## src/rtl/frame_crc_pkg.sv

```systemverilog
// Shared types and constants for the frame CRC to FIFO bridge.
// Optional CRC append is controlled by the FRAME_CRC_APPEND_EN macro.
package frame_crc_pkg;

  // Control states. CRCWR is only reachable when FRAME_CRC_APPEND_EN is defined.
  typedef enum logic [2:0] {
    IDLE  = 3'd0,
    ARMED = 3'd1,
    SHIFT = 3'd2,
    WRITE = 3'd3,
    CRCWR = 3'd4,
    DONE  = 3'd5
  } state_e;

  // Default CRC-8 generator (x^8 + x^2 + x + 1, top bit implicit) and seed
  localparam logic [7:0] CRC_POLY_DEF = 8'h07;
  localparam logic [7:0] CRC_INIT_DEF = 8'h00;

  // Sticky error flag positions
  localparam int ERR_PROTO = 0;
  localparam int ERR_BUSY  = 1;

endpackage

```

## src/rtl/crc_serial.sv

```systemverilog
// Serial MSB-first LFSR CRC, one bit per enabled cycle.
// init has priority over en and reloads the seed.
module crc_serial
  import frame_crc_pkg::*;
#(
  parameter int               CRC_W    = 8,
  parameter logic [CRC_W-1:0] CRC_POLY = CRC_W'(CRC_POLY_DEF),
  parameter logic [CRC_W-1:0] CRC_INIT = CRC_W'(CRC_INIT_DEF)
)(
  input  logic             clk,
  input  logic             reset,
  input  logic             init,
  input  logic             en,
  input  logic             bit_in,
  output logic [CRC_W-1:0] crc
);

  logic fb;

  assign fb = bit_in ^ crc[CRC_W-1];

  // LFSR register: seed on reset/init, otherwise shift in one bit when enabled
  always_ff @(posedge clk or negedge reset) begin
    if (!reset) begin
      crc <= CRC_INIT;
    end else if (init) begin
      crc <= CRC_INIT;
    end else if (en) begin
      crc <= (crc << 1) ^ (fb ? CRC_POLY : '0);
    end
  end

endmodule

```

## src/rtl/frame_crc_to_fifo.sv

```systemverilog
// Word-wide CRC to FIFO bridge: accepts words over the tsent/trecieve
// handshake, folds each word serially into a running CRC, writes the word
// to the FIFO and closes a frame every FRAME_LEN words.
// Define FRAME_CRC_APPEND_EN to append the CRC as an extra FIFO write per frame.
module frame_crc_to_fifo
  import frame_crc_pkg::*;
#(
  parameter int               DATA_W       = 8,
  parameter int               CRC_W        = 8,
  parameter logic [CRC_W-1:0] CRC_POLY     = CRC_W'(CRC_POLY_DEF),
  parameter logic [CRC_W-1:0] CRC_INIT     = CRC_W'(CRC_INIT_DEF),
  parameter int               FRAME_LEN    = 4,
  parameter int               BUSY_TIMEOUT = 255,
  localparam int              CNT_W        = $clog2(FRAME_LEN+1)
)(
  input  logic              clk,
  input  logic              reset,
  input  logic              enable,
  input  logic [DATA_W-1:0] t_data,
  input  logic              tsent,
  output logic              trecieve,
  input  logic              fifo_busy,
  output logic              fifo_we,
  output logic [DATA_W-1:0] fifo_data,
  output logic [CRC_W-1:0]  crc,
  output logic              frame_done,
  output logic [CNT_W-1:0]  word_cnt,
  output logic [3:0]        error,
  input  logic              clr_err
);

  localparam int BIT_W = (DATA_W > 1) ? $clog2(DATA_W) : 1;
  localparam int BCW   = (BUSY_TIMEOUT > 0) ? $clog2(BUSY_TIMEOUT+1) : 1;

  state_e            state, state_nx;
  logic [DATA_W-1:0] sreg;
  logic [BIT_W-1:0]  bit_cnt;
  logic [BCW-1:0]    busy_cnt;
  logic [CNT_W-1:0]  word_cnt_q;
  logic [DATA_W-1:0] fifo_data_q;
  logic              fifo_we_q;
  logic              trecieve_q;
  logic              tsent_q;
  logic [1:0]        err;
  logic [1:0]        err_set;
  logic              wr_word, wr_crc, busy_wait, last_word;
  logic              crc_en, crc_init;

  assign last_word = (word_cnt_q == CNT_W'(FRAME_LEN-1));

  // Next-state and per-cycle strobes; all state changes are gated by enable
  always_comb begin
    state_nx  = state;
    wr_word   = 1'b0;
    wr_crc    = 1'b0;
    busy_wait = 1'b0;
    case (state)
      IDLE:  if (!tsent) state_nx = ARMED;
      ARMED: if (tsent)  state_nx = SHIFT;
      SHIFT: if (bit_cnt == '0) state_nx = WRITE;
      WRITE: begin
        busy_wait = fifo_busy;
        if (!fifo_busy) begin
          wr_word = 1'b1;
          if (last_word) begin
`ifdef FRAME_CRC_APPEND_EN
            state_nx = CRCWR;
`else
            state_nx = DONE;
`endif
          end else begin
            state_nx = IDLE;
          end
        end
      end
`ifdef FRAME_CRC_APPEND_EN
      CRCWR: begin
        busy_wait = fifo_busy;
        if (!fifo_busy) begin
          wr_crc   = 1'b1;
          state_nx = DONE;
        end
      end
`endif
      DONE:    state_nx = IDLE;
      default: state_nx = IDLE;
    endcase
  end

  // Error sources: a falling tsent while a word is in flight, and a
  // saturated busy wait. The wait itself continues; nothing is dropped.
  always_comb begin
    err_set            = '0;
    err_set[ERR_PROTO] = enable && tsent_q && !tsent &&
                         (state == SHIFT || state == WRITE || state == CRCWR);
    err_set[ERR_BUSY]  = enable && busy_wait &&
                         (busy_cnt >= BCW'(BUSY_TIMEOUT-1));
  end

  assign crc_en   = enable && (state == SHIFT);
  assign crc_init = enable && (state == DONE);

  crc_serial #(
    .CRC_W    (CRC_W),
    .CRC_POLY (CRC_POLY),
    .CRC_INIT (CRC_INIT)
  ) u_crc (
    .clk    (clk),
    .reset  (reset),
    .init   (crc_init),
    .en     (crc_en),
    .bit_in (sreg[DATA_W-1]),
    .crc    (crc)
  );

  // State register
  always_ff @(posedge clk or negedge reset) begin
    if (!reset)      state <= IDLE;
    else if (enable) state <= state_nx;
  end

  // Datapath: capture, shift, counters and the registered FIFO write.
  // A disabled cycle only clears the write strobe so a pulse is never repeated.
  always_ff @(posedge clk or negedge reset) begin
    if (!reset) begin
      sreg        <= '0;
      bit_cnt     <= '0;
      busy_cnt    <= '0;
      word_cnt_q  <= '0;
      fifo_data_q <= '0;
      fifo_we_q   <= 1'b0;
      trecieve_q  <= 1'b0;
      tsent_q     <= 1'b0;
    end else if (!enable) begin
      fifo_we_q <= 1'b0;
    end else begin
      tsent_q    <= tsent;
      trecieve_q <= (state_nx == IDLE) || (state_nx == ARMED);
      fifo_we_q  <= wr_word | wr_crc;

      if (state == ARMED && tsent) begin
        sreg        <= t_data;
        fifo_data_q <= t_data;
        bit_cnt     <= BIT_W'(DATA_W-1);
      end

      if (state == SHIFT) begin
        sreg    <= sreg << 1;
        bit_cnt <= bit_cnt - 1'b1;
      end

      if (wr_word)          word_cnt_q <= word_cnt_q + 1'b1;
      else if (state == DONE) word_cnt_q <= '0;

      if (wr_crc) fifo_data_q <= DATA_W'(crc);

      if (busy_wait) begin
        if (busy_cnt != BCW'(BUSY_TIMEOUT)) busy_cnt <= busy_cnt + 1'b1;
      end else begin
        busy_cnt <= '0;
      end
    end
  end

  // Sticky error flags; clear wins over a same-cycle set
  always_ff @(posedge clk or negedge reset) begin
    if (!reset)       err <= '0;
    else if (clr_err) err <= '0;
    else              err <= err | err_set;
  end

  assign trecieve   = trecieve_q;
  assign fifo_we    = fifo_we_q & enable;
  assign fifo_data  = fifo_data_q;
  assign frame_done = enable && (state == DONE);
  assign word_cnt   = word_cnt_q;
  assign error      = {2'b00, err};

endmodule

```

## config.mk

```make
export PLATFORM = sky130hd
export DESIGN_NAME = frame_crc_to_fifo
export DESIGN_NICKNAME = d
export VERILOG_FILES = /design/src/rtl/frame_crc_pkg.sv /design/src/rtl/crc_serial.sv /design/src/rtl/frame_crc_to_fifo.sv
export SDC_FILE = /design/constraint.sdc
export NUM_CORES = 1
export LEC_CHECK = 0
export ABC_AREA = 1
export BUFFER_PORTS_ARGS = -buffer_cell sky130_fd_sc_hd__buf_2
export CAP_MARGIN = 20
export CORE_MARGIN = 3
export CORE_UTILIZATION = 50
export DETAILED_ROUTE_END_ITERATION = 8
export PLACE_DENSITY_LB_ADDON = 0.2
export SLEW_MARGIN = 20
export SYNTH_ARGS = -nofsm -noshare
export SYNTH_HDL_FRONTEND = slang
export SYNTH_HIERARCHICAL = 1
export SYNTH_SLANG_ARGS = --single-unit
```

## constraint.sdc

```tcl
create_clock -name clk -period 4.2 [get_ports clk]
set_clock_uncertainty 0.2 [all_clocks]
set_input_delay 0.42 -clock clk [delete_from_list [all_inputs] [get_ports clk]]
set_output_delay 0.42 -clock clk [all_outputs]
set_load 0.05 [all_outputs]
```

Word-level counts from Yosys, hierarchy flattened
Index checks and enable logic that the tools add are counted.

cells by class
  add/subtract/negate cells = 3
  multiply operators = 0
  divide/modulo/power cells = 0
  $lt $le $gt $ge = 1
  equal/unequal tests = 9
  shift operators = 0
  muxes and demuxes = 22
  bitwise operators = 4
  reductions and logical operators = 22

operator list
  operator                                                   count
  2-to-1 mux 8 bit                                           6
  2-to-1 mux 3 bit                                           10
  case mux 3 bit (4 select lines)                            1
  == test 3 x 2 -> 1 bit (second input constant)             3
  logical NOT 3 bit                                          3
  adder 8 x 1 -> 8 bit (second input constant)               1
  greater-or-equal comparator 8 bit (second input constant)  1
  logical AND 1 bit                                          8
  inequality test 8 bit (second input constant)              1
  AND reduction 2 bit                                        4
  bitwise XOR 8 bit                                          1
  == test 3 x 1 -> 1 bit (second input constant)             2
  == test 3 bit (second input constant)                      2
  nonzero test 2 bit                                         3
  2-to-1 mux 1 bit                                           4
  adder 3 x 1 -> 3 bit (second input constant)               1
  logical OR 1 bit                                           3
  subtractor 3 x 1 -> 3 bit (second input constant)          1
  2-to-1 mux 2 bit                                           1
  inequality test 2 x 1 -> 1 bit (second input constant)     1
  OR 2 bit                                                   1
  bitwise AND 1 bit                                          1
  logical NOT 1 bit                                          1
  bitwise XOR 1 bit                                          1

storage, ports and cells
  register bits after elaboration = 46
  latch bits = 0
  memory bits (writable) = 0
  bits in read-only memories = 0
  input bits = 14
  output and inout bits = 26
  memories = 0

Longest topological paths before layout
Gate-level depths: netlist of run 1.

  word-level depth = 6
  gate-level depth with buffers = 9
  gate-level depth less buffers = 9

Cells and area by module
Netlist of run 1, hierarchy kept.

modules (own cells, without submodules)
  module             times used  cells an instance  area an instance (um^2)  sequential area each (um^2)
  frame_crc_to_fifo  1           238                1,963.1                  950.9
  crc_serial         1           42                 359.1                    200.2

Worst setup path after synthesis of run 1
No wires, ideal clock.

  path kind = register to register
  start = register state[1]
  end = register u_crc.crc[0]
  library setup time = 0.122 ns
  arrival = 1.475 ns
  required time = 3.878 ns
  slack = 2.402 ns
  cell stages (with the launch flop) = 9
  path buffers = 0
  period minus slack after synthesis = 1.798 ns
  cells stage by stage = dfrtp_1 > nor2_4 > nand3_1 > inv_1 > inv_1 > nand2_2 > inv_2 > nand3_1 > o21ai_1

between the ends
  word-level cells in the longest chain between the ends = 3
  elaborated cells on any way between the ends = 6
  classes of those cells = eq/ne: 2; mux: 1; reduce/logical: 3

ends and longest elaborated chain
  item                                                    RTL line                  RTL
  start: declaration                                      frame_crc_to_fifo.sv:35   state_e state, state_nx;
  start signal: assignment                                frame_crc_to_fifo.sv:119  else if (enable) state <= state_nx;
  == test 3 bit *                                         n/a
  logical AND 1 bit *                                     n/a
  net frame_done                                          frame_crc_to_fifo.sv:26   output logic frame_done,
  2-to-1 mux 8 bit or nonzero test 2 bit (tied branches)  n/a
  end signal: assignment                                  crc_serial.sv:29          crc <= (crc << 1) ^ (fb ? CRC_POLY : '0);
  end: declaration                                        crc_serial.sv:15          output logic [CRC_W-1:0] crc

Mark *: on every way through the listed nets, which the timed path passes. The rest lies on a longest branch.
A chain may end at the register's enable or synchronous reset.

Worst setup path in the final report of run 1
  start = register state[1]
  end = output port frame_done

between the ends
  word-level cells in the longest chain between the ends = 2

ends and longest elaborated chain
  item               RTL line                  RTL
  == test 3 bit      frame_crc_to_fifo.sv:175  assign frame_done = enable && (state == DONE);
  logical AND 1 bit  frame_crc_to_fifo.sv:175
  end: declaration   frame_crc_to_fifo.sv:26

No other way between the ends.

==> results of run 1 <==
[layout make-up]
class | count | area share [%]
flip-flops and latches | 46 | 43.7
well taps | 52 | 2.47
repair buffers | 38 | 7.50
inverters | 37 | 5.27
multi-input cells | 193 | 38.0
clock buffers | 6 | 3.13
[worst register-to-register path, stage by stage, from the launching register on]
cell      delay [ps]
dfrtp_1          450
ha_1             250
inv_1             50
nor2_1           100
nand2_1          120
o21bai_2         360
o21ai_0          150
[registers in the layout, summed over array words and instances, names as in the netlist]
register,flops
trecieve,1
state,3
word_cnt,3
err,2
u_crc/crc,8
busy_cnt,8
fifo_we_q,1
fifo_data,8
sreg,8
bit_cnt,3
tsent_q,1
[cell usage in the layout, fill, tap and decap left out, types with 2 or more instances in the layout]
| cell type | synthesis | routed |
|---|---|---|
| nand2_1 | 81 | 81 |
| dfrtp_1 | 46 | 46 |
| buf_2 | 1 | 36 |
| inv_1 | 31 | 31 |
| nand3_1 | 26 | 26 |
| o21ai_0 | 23 | 23 |
| nor2_1 | 13 | 13 |
| o21ai_1 | 11 | 11 |
| inv_2 | 6 | 6 |
| ha_1 | 6 | 6 |
| clkbuf_8 | 0 | 6 |
| o22ai_1 | 5 | 5 |
| nor2_4 | 3 | 3 |
| nand2_2 | 3 | 3 |
| a22oi_2 | 2 | 2 |
| nand3b_1 | 2 | 2 |
| xnor2_1 | 2 | 2 |
| conb_1 | 1 | 2 |
[logic make-up (layout without fill, tap and decap cells)]
family	after synthesis	after routing	share of synthesized area [%]
xor+xnor	3	3	1.13
other cells	1	2	0.161
compound gates	46	46	11.4
fa+ha+maj	6	6	3.23
simple gates	136	136	27.0
buf+inv	42	81	7.49
flops	46	46	49.6
[metal layers]
| metal | routed length [µm] | track usage (%) | share of wire [%] | up-vias |
|---|---|---|---|---|
| li1 | - | - | - | 981 |
| met1 | 2140 | 23.9 | 47 | 880 |
| met2 | 2070 | 29.0 | 46 | 47 |
| met3 | 244 | 3.65 | 5.4 | 6 |
| met4 | 68 | 6.64 | 1.5 | 0 |
| met5 | 0 | 0 | 0 | - |
[through the flow]
stage	area, µm²	utilization [%]	setup WS, ps	hold WS, ps
after floorplan	2330	-	2400	-75.6
after global placement	2540	57.6	2270	255
after detailed placement	2540	57.6	2240	267
after CTS	2620	59.4	2000	87.0
after global routing	2640	59.7	1910	77.8
final	2640	59.7	2010	87.1
[power by group through the flow]
stage	Sequential, mW	Combinational (mW)	Clock [mW]
detailed placement	0.655	0.648	0
CTS	0.647	0.649	0.273
floorplan	0.921	0.232	0
global placement	0.653	0.633	0
global route	0.663	0.702	0.292
finish	0.646	0.642	0.264
[worst paths after layout]
path | end | slack, ps | cells after the start
max reg2reg | busy_cnt[7]$_DFFE_PN0P_ | 2400 | 6
min reg2reg | bit_cnt[0]$_DFFE_PN0P_ | 280 | 1
max | frame_done | 2010 | 4
min in group asynchronous | busy_cnt[6]$_DFFE_PN0P_ | 450 | 2
min | err[0]$_DFF_PN0_ | 90 | 2
max in group asynchronous | state[0]$_DFFE_PN0P_ | 2930 | 2
==> results.toml, run 1 <==
[sta]
fmax_mhz = 457
relSlewSlack_pct = 60.9
finalCritPeriodShare_pct = 52.1
report.final.slew_viol_count = 0
finalHoldViolCount = 0
fin_setup_tns_ps = 0
rsz0062_at_grt = "no"
setup_viol = 0
tightestPinTransition_ps = 586
period_minus_slack_ps = 2190

[power_and_ir_drop]
p_comb_share_pct = 41.4
p_seq_share_pct = 41.6
powerDensity_nw_per_um2 = 589
peakVddDrop_mv = 0.484
totalPowerFinal_mw = 1.55
p_leak_nw = 1.42
switching_share_pct = 44.6
p_switching_mw = 0.692
p_int_mw = 0.860
p_clk_share_pct = 17.0

[synth]
synth_area_leader_cell = "dfrtp_1"
yosysUniqueCellTypes = 34
netlist_instances = 280
synth.cells.most_frequent = "81 x nand2_1, 46 x dfrtp_1, 31 x inv_1"
synth_top_area_share_pct = 49.6
syn_area_um2 = 2320
ys_seq_area_share_pct = 49.6
synthArstFlopShare_pct = 100
synth.avg_cell_area_um2 = 8.29
yosysWarningCount = 6
synth_edf_count = 0
synth_most_common_cell = "nand2_1"
yosys-top-cells-area = "dfrtp_1 50%, nand2_1 13%, nand3_1 5.6%, inv_1 5.0%, o21ai_0 5.0%"
ys_seq_elements = 46
synth-main-ff-cell = "dfrtp_1"

[route]
post-route-drc-count = 0
vias = 1914
drt_iter0_drc = 141
via_per_inst = 5.15
totalWireLength_um = 4520
drt_first_pass_iters = 5
postRouteAntennaNets = 0
wl_per_cell_um = 12.1

[setup_path]
worstPathCellList = "nor2_4 > nand3_1 > inv_1 > buf_2"
cp_max_fo = 6
worstPathRequired_ps = 3580
crit_start = "state[1]$_DFFE_PN0P_"
max_stage_delay_ps = 470
critPathTopFamily = "flip-flops"
cp_data_arrival_time_ps = 1570
cp_slowest_cell = "dfrtp_1"
cp-end-kind = "primary output"
critPathKind = "reg -> out"
crit_buf_inv = 2
critPathLaunchType = "flop"
reg2reg_from = "busy_cnt[1]$_DFFE_PN0P_"

[placed_design]
portBuffers = 37
post-place-cells = 365
place_congestion = 0.842
hpwlAfterDp_um = 3310

[clocking]
clkSlewWorstSetupHoldPaths_ps = 80
cts.repair.resized = 0
htreeDepth = 2
cts_tree = "done"
cts_made_buffers = 5
clk_latency_ps = 290
clockBufferDepth = 2
postCtsSetupRepairBufs = 0
clock-root-buffer = "clkbuf_8"
cts_num_sinks = 46
hold_buffers = 0

[floorplanning]
die-area_um2 = 5500
core_um2 = 4410
die_h_um = 74.2
rows = 24
io_pins = 40
start_util_pct = 52.6
dieWidth_um = 74.2

[layout]
diodes = 0
regArea_um2 = 1150
instances_no_fill = 372
multi_input_area_um2 = 1000
syn2layout_area_growth_pct = 13.5
fillerInstances = 390
drive_gt1_share_pct = 20.0
fin_nets = 341

[min_path]
hold_class = "in -> reg"
hold_path.startpoint = "clr_err"

[global_routing]
grt_max_degree = 47
antenna_found_initial = 0
grt_pass1_vias = 1807
grtUsageTotal_pct = 18.0
grt-ovfl-total = 0
grt_pass1_wl_um = 7760

[flow_run]
max_cap_viol_count = 0

[outcome]
status = "finished clean"
No activity file was read; power rests on OpenSTA's default activity.
==> inputs of run 2 (changes only) <==
==> constraint.sdc (replaced) <==
create_clock -name clk -period 1.9 [get_ports clk]
set_clock_uncertainty 0.2 [all_clocks]
set_input_delay 0.19 -clock clk [delete_from_list [all_inputs] [get_ports clk]]
set_output_delay 0.19 -clock clk [all_outputs]
set_load 0.05 [all_outputs]
==> run 2 against run 1 <==
Die area unchanged. Global-route usage increased by 0.17 points. Sequential power increased by 120%. Clock power increased to 2.7 times the previous value. Core utilization increased by 3.4 points. Combinational power increased by 120%. Non-clock buffer count increased by 11. Sequential share of layout area decreased by 2.3 points. First-iteration DRC count decreased by 16%.
==> results.toml, run 2 (same netlist as run 1, synthesis figures left out) <==
[setup_path]
r2r_slack_ps = 180
cp_data_arrival_time_ps = 1380
cp-end-kind = "primary output"
critPathKind = "reg -> out"
cp_max_fo = 6
worstPathRequired_ps = 1510
critPathLaunchType = "flop"

[sta]
finalCritPeriodShare_pct = 93.2
finalHoldViolCount = 0
fin_setup_tns_ps = 0
setup_viol = 0
fmax_mhz = 565
relSlewSlack_pct = 62.3
period_minus_slack_ps = 1770
tightestPinTransition_ps = 566
rsz0062_at_grt = "no"
hold_slack_ps = 34.7
report.final.slew_viol_count = 0
setup_slack_ps = 129

[floorplanning]
core_um2 = 4410
io_pins = 40
rows = 24
start_util_pct = 52.6
die-area_um2 = 5500
die_h_um = 74.2
dieWidth_um = 74.2

[placed_design]
portBuffers = 37
post-place-cells = 367
dp_slack_ps = 181
hpwlAfterDp_um = 3210
place_congestion = 0.871

[route]
postRouteAntennaNets = 0
post-route-drc-count = 0
totalWireLength_um = 4630
wl_per_cell_um = 12.0
drt_first_pass_iters = 4
drt_iter0_drc = 119
via_per_inst = 4.99
vias = 1923

[min_path]
hold_class = "in -> reg"

[global_routing]
grtUsageTotal_pct = 18.1
grt_pass1_vias = 1709
grt-ovfl-total = 0
grt_max_degree = 47
grt_pass1_wl_um = 7620
antenna_found_initial = 0

[layout]
final_common_cell = "nand2_1"
fin_nets = 352
fin_util_pct = 63.1
most-common-layout-cells = "81 x nand2_1, 45 x dfrtp_1, 36 x buf_2"
multi_input_area_um2 = 1010
syn2layout_area_growth_pct = 19.9
fillerInstances = 387
diodes = 0
drive_gt1_share_pct = 21.3
instances_no_fill = 385
regArea_um2 = 1150

[power_and_ir_drop]
powerDensity_nw_per_um2 = 1290
peakVddDrop_mv = 0.708
p_leak_nw = 1.48

[clocking]
cts_num_sinks = 46
clk_latency_ps = 300
cts_tree = "done"
cts_made_buffers = 5
clock-root-buffer = "clkbuf_8"
clockBufferDepth = 2
clkSlewWorstSetupHoldPaths_ps = 90
htreeDepth = 2

[flow_run]
max_cap_viol_count = 0

[outcome]
status = "finished clean"
run 2: power breakdown:
part           total (mW)  switching [mW]  internal, mW
clock               0.723           0.335         0.387
sequential           1.43           0.169          1.26
combinational        1.44            1.06         0.374
total                3.59            1.57          2.02
run 2: cell type report:
cell class              count  share of cell area, %
inverters                  37                   4.99
multi-input cells         193                   36.4
clock buffers               5                   2.47
repair buffers             49                   11.0
clock inverters             3                   1.44
well taps                  52                   2.34
flip-flops and latches     46                   41.4
run 2: through the flow:
step / power, mW / area [µm²]
CTS: 3.63 / 2770
finish: 3.59 / 2790
global placement: 2.85 / 2560
floorplan: 2.55 / 2330
detailed placement: 2.88 / 2560
global route: 3.82 / 2790
run 2: timing repair:
action | in CTS | in global routing
hold endpoints to repair | 61 | 0
resized for setup | 2 | 4
buffers inserted | 0 | 0
setup endpoints to repair | 1 | 6
hold buffers | 10 | 0
run 2: final timing paths:
path,from,end,cells past startpoint
worst max-delay path,state[1]$_DFFE_PN0P_,frame_done,4
worst min-delay path,fifo_busy,word_cnt[1]$_DFFE_PN0P_,4
worst max register to register,busy_cnt[1]$_DFFE_PN0P_,busy_cnt[3]$_DFFE_PN0P_,8
worst min register to register,sreg[0]$_DFFE_PN0P_,sreg[0]$_DFFE_PN0P_,2
max in group asynchronous,reset,state[1]$_DFFE_PN0P_,3
min in group asynchronous,reset,busy_cnt[7]$_DFFE_PN0P_,3
run 2: per-layer routing:
metal  vias to the layer above  routed length (µm)  GRT usage, %
li1                        996                   -             -
met1                       873                2270          24.7
met2                        49                2080          27.7
met3                         5                 237          5.27
met4                         0                  38          6.44
met5                         -                   0             0
run 2: critical path: stages, from the launching register on:
cell and delay, ps:
dfrtp_2 470, nor2_4 180, nand3_2 150, inv_2 120, buf_6 160
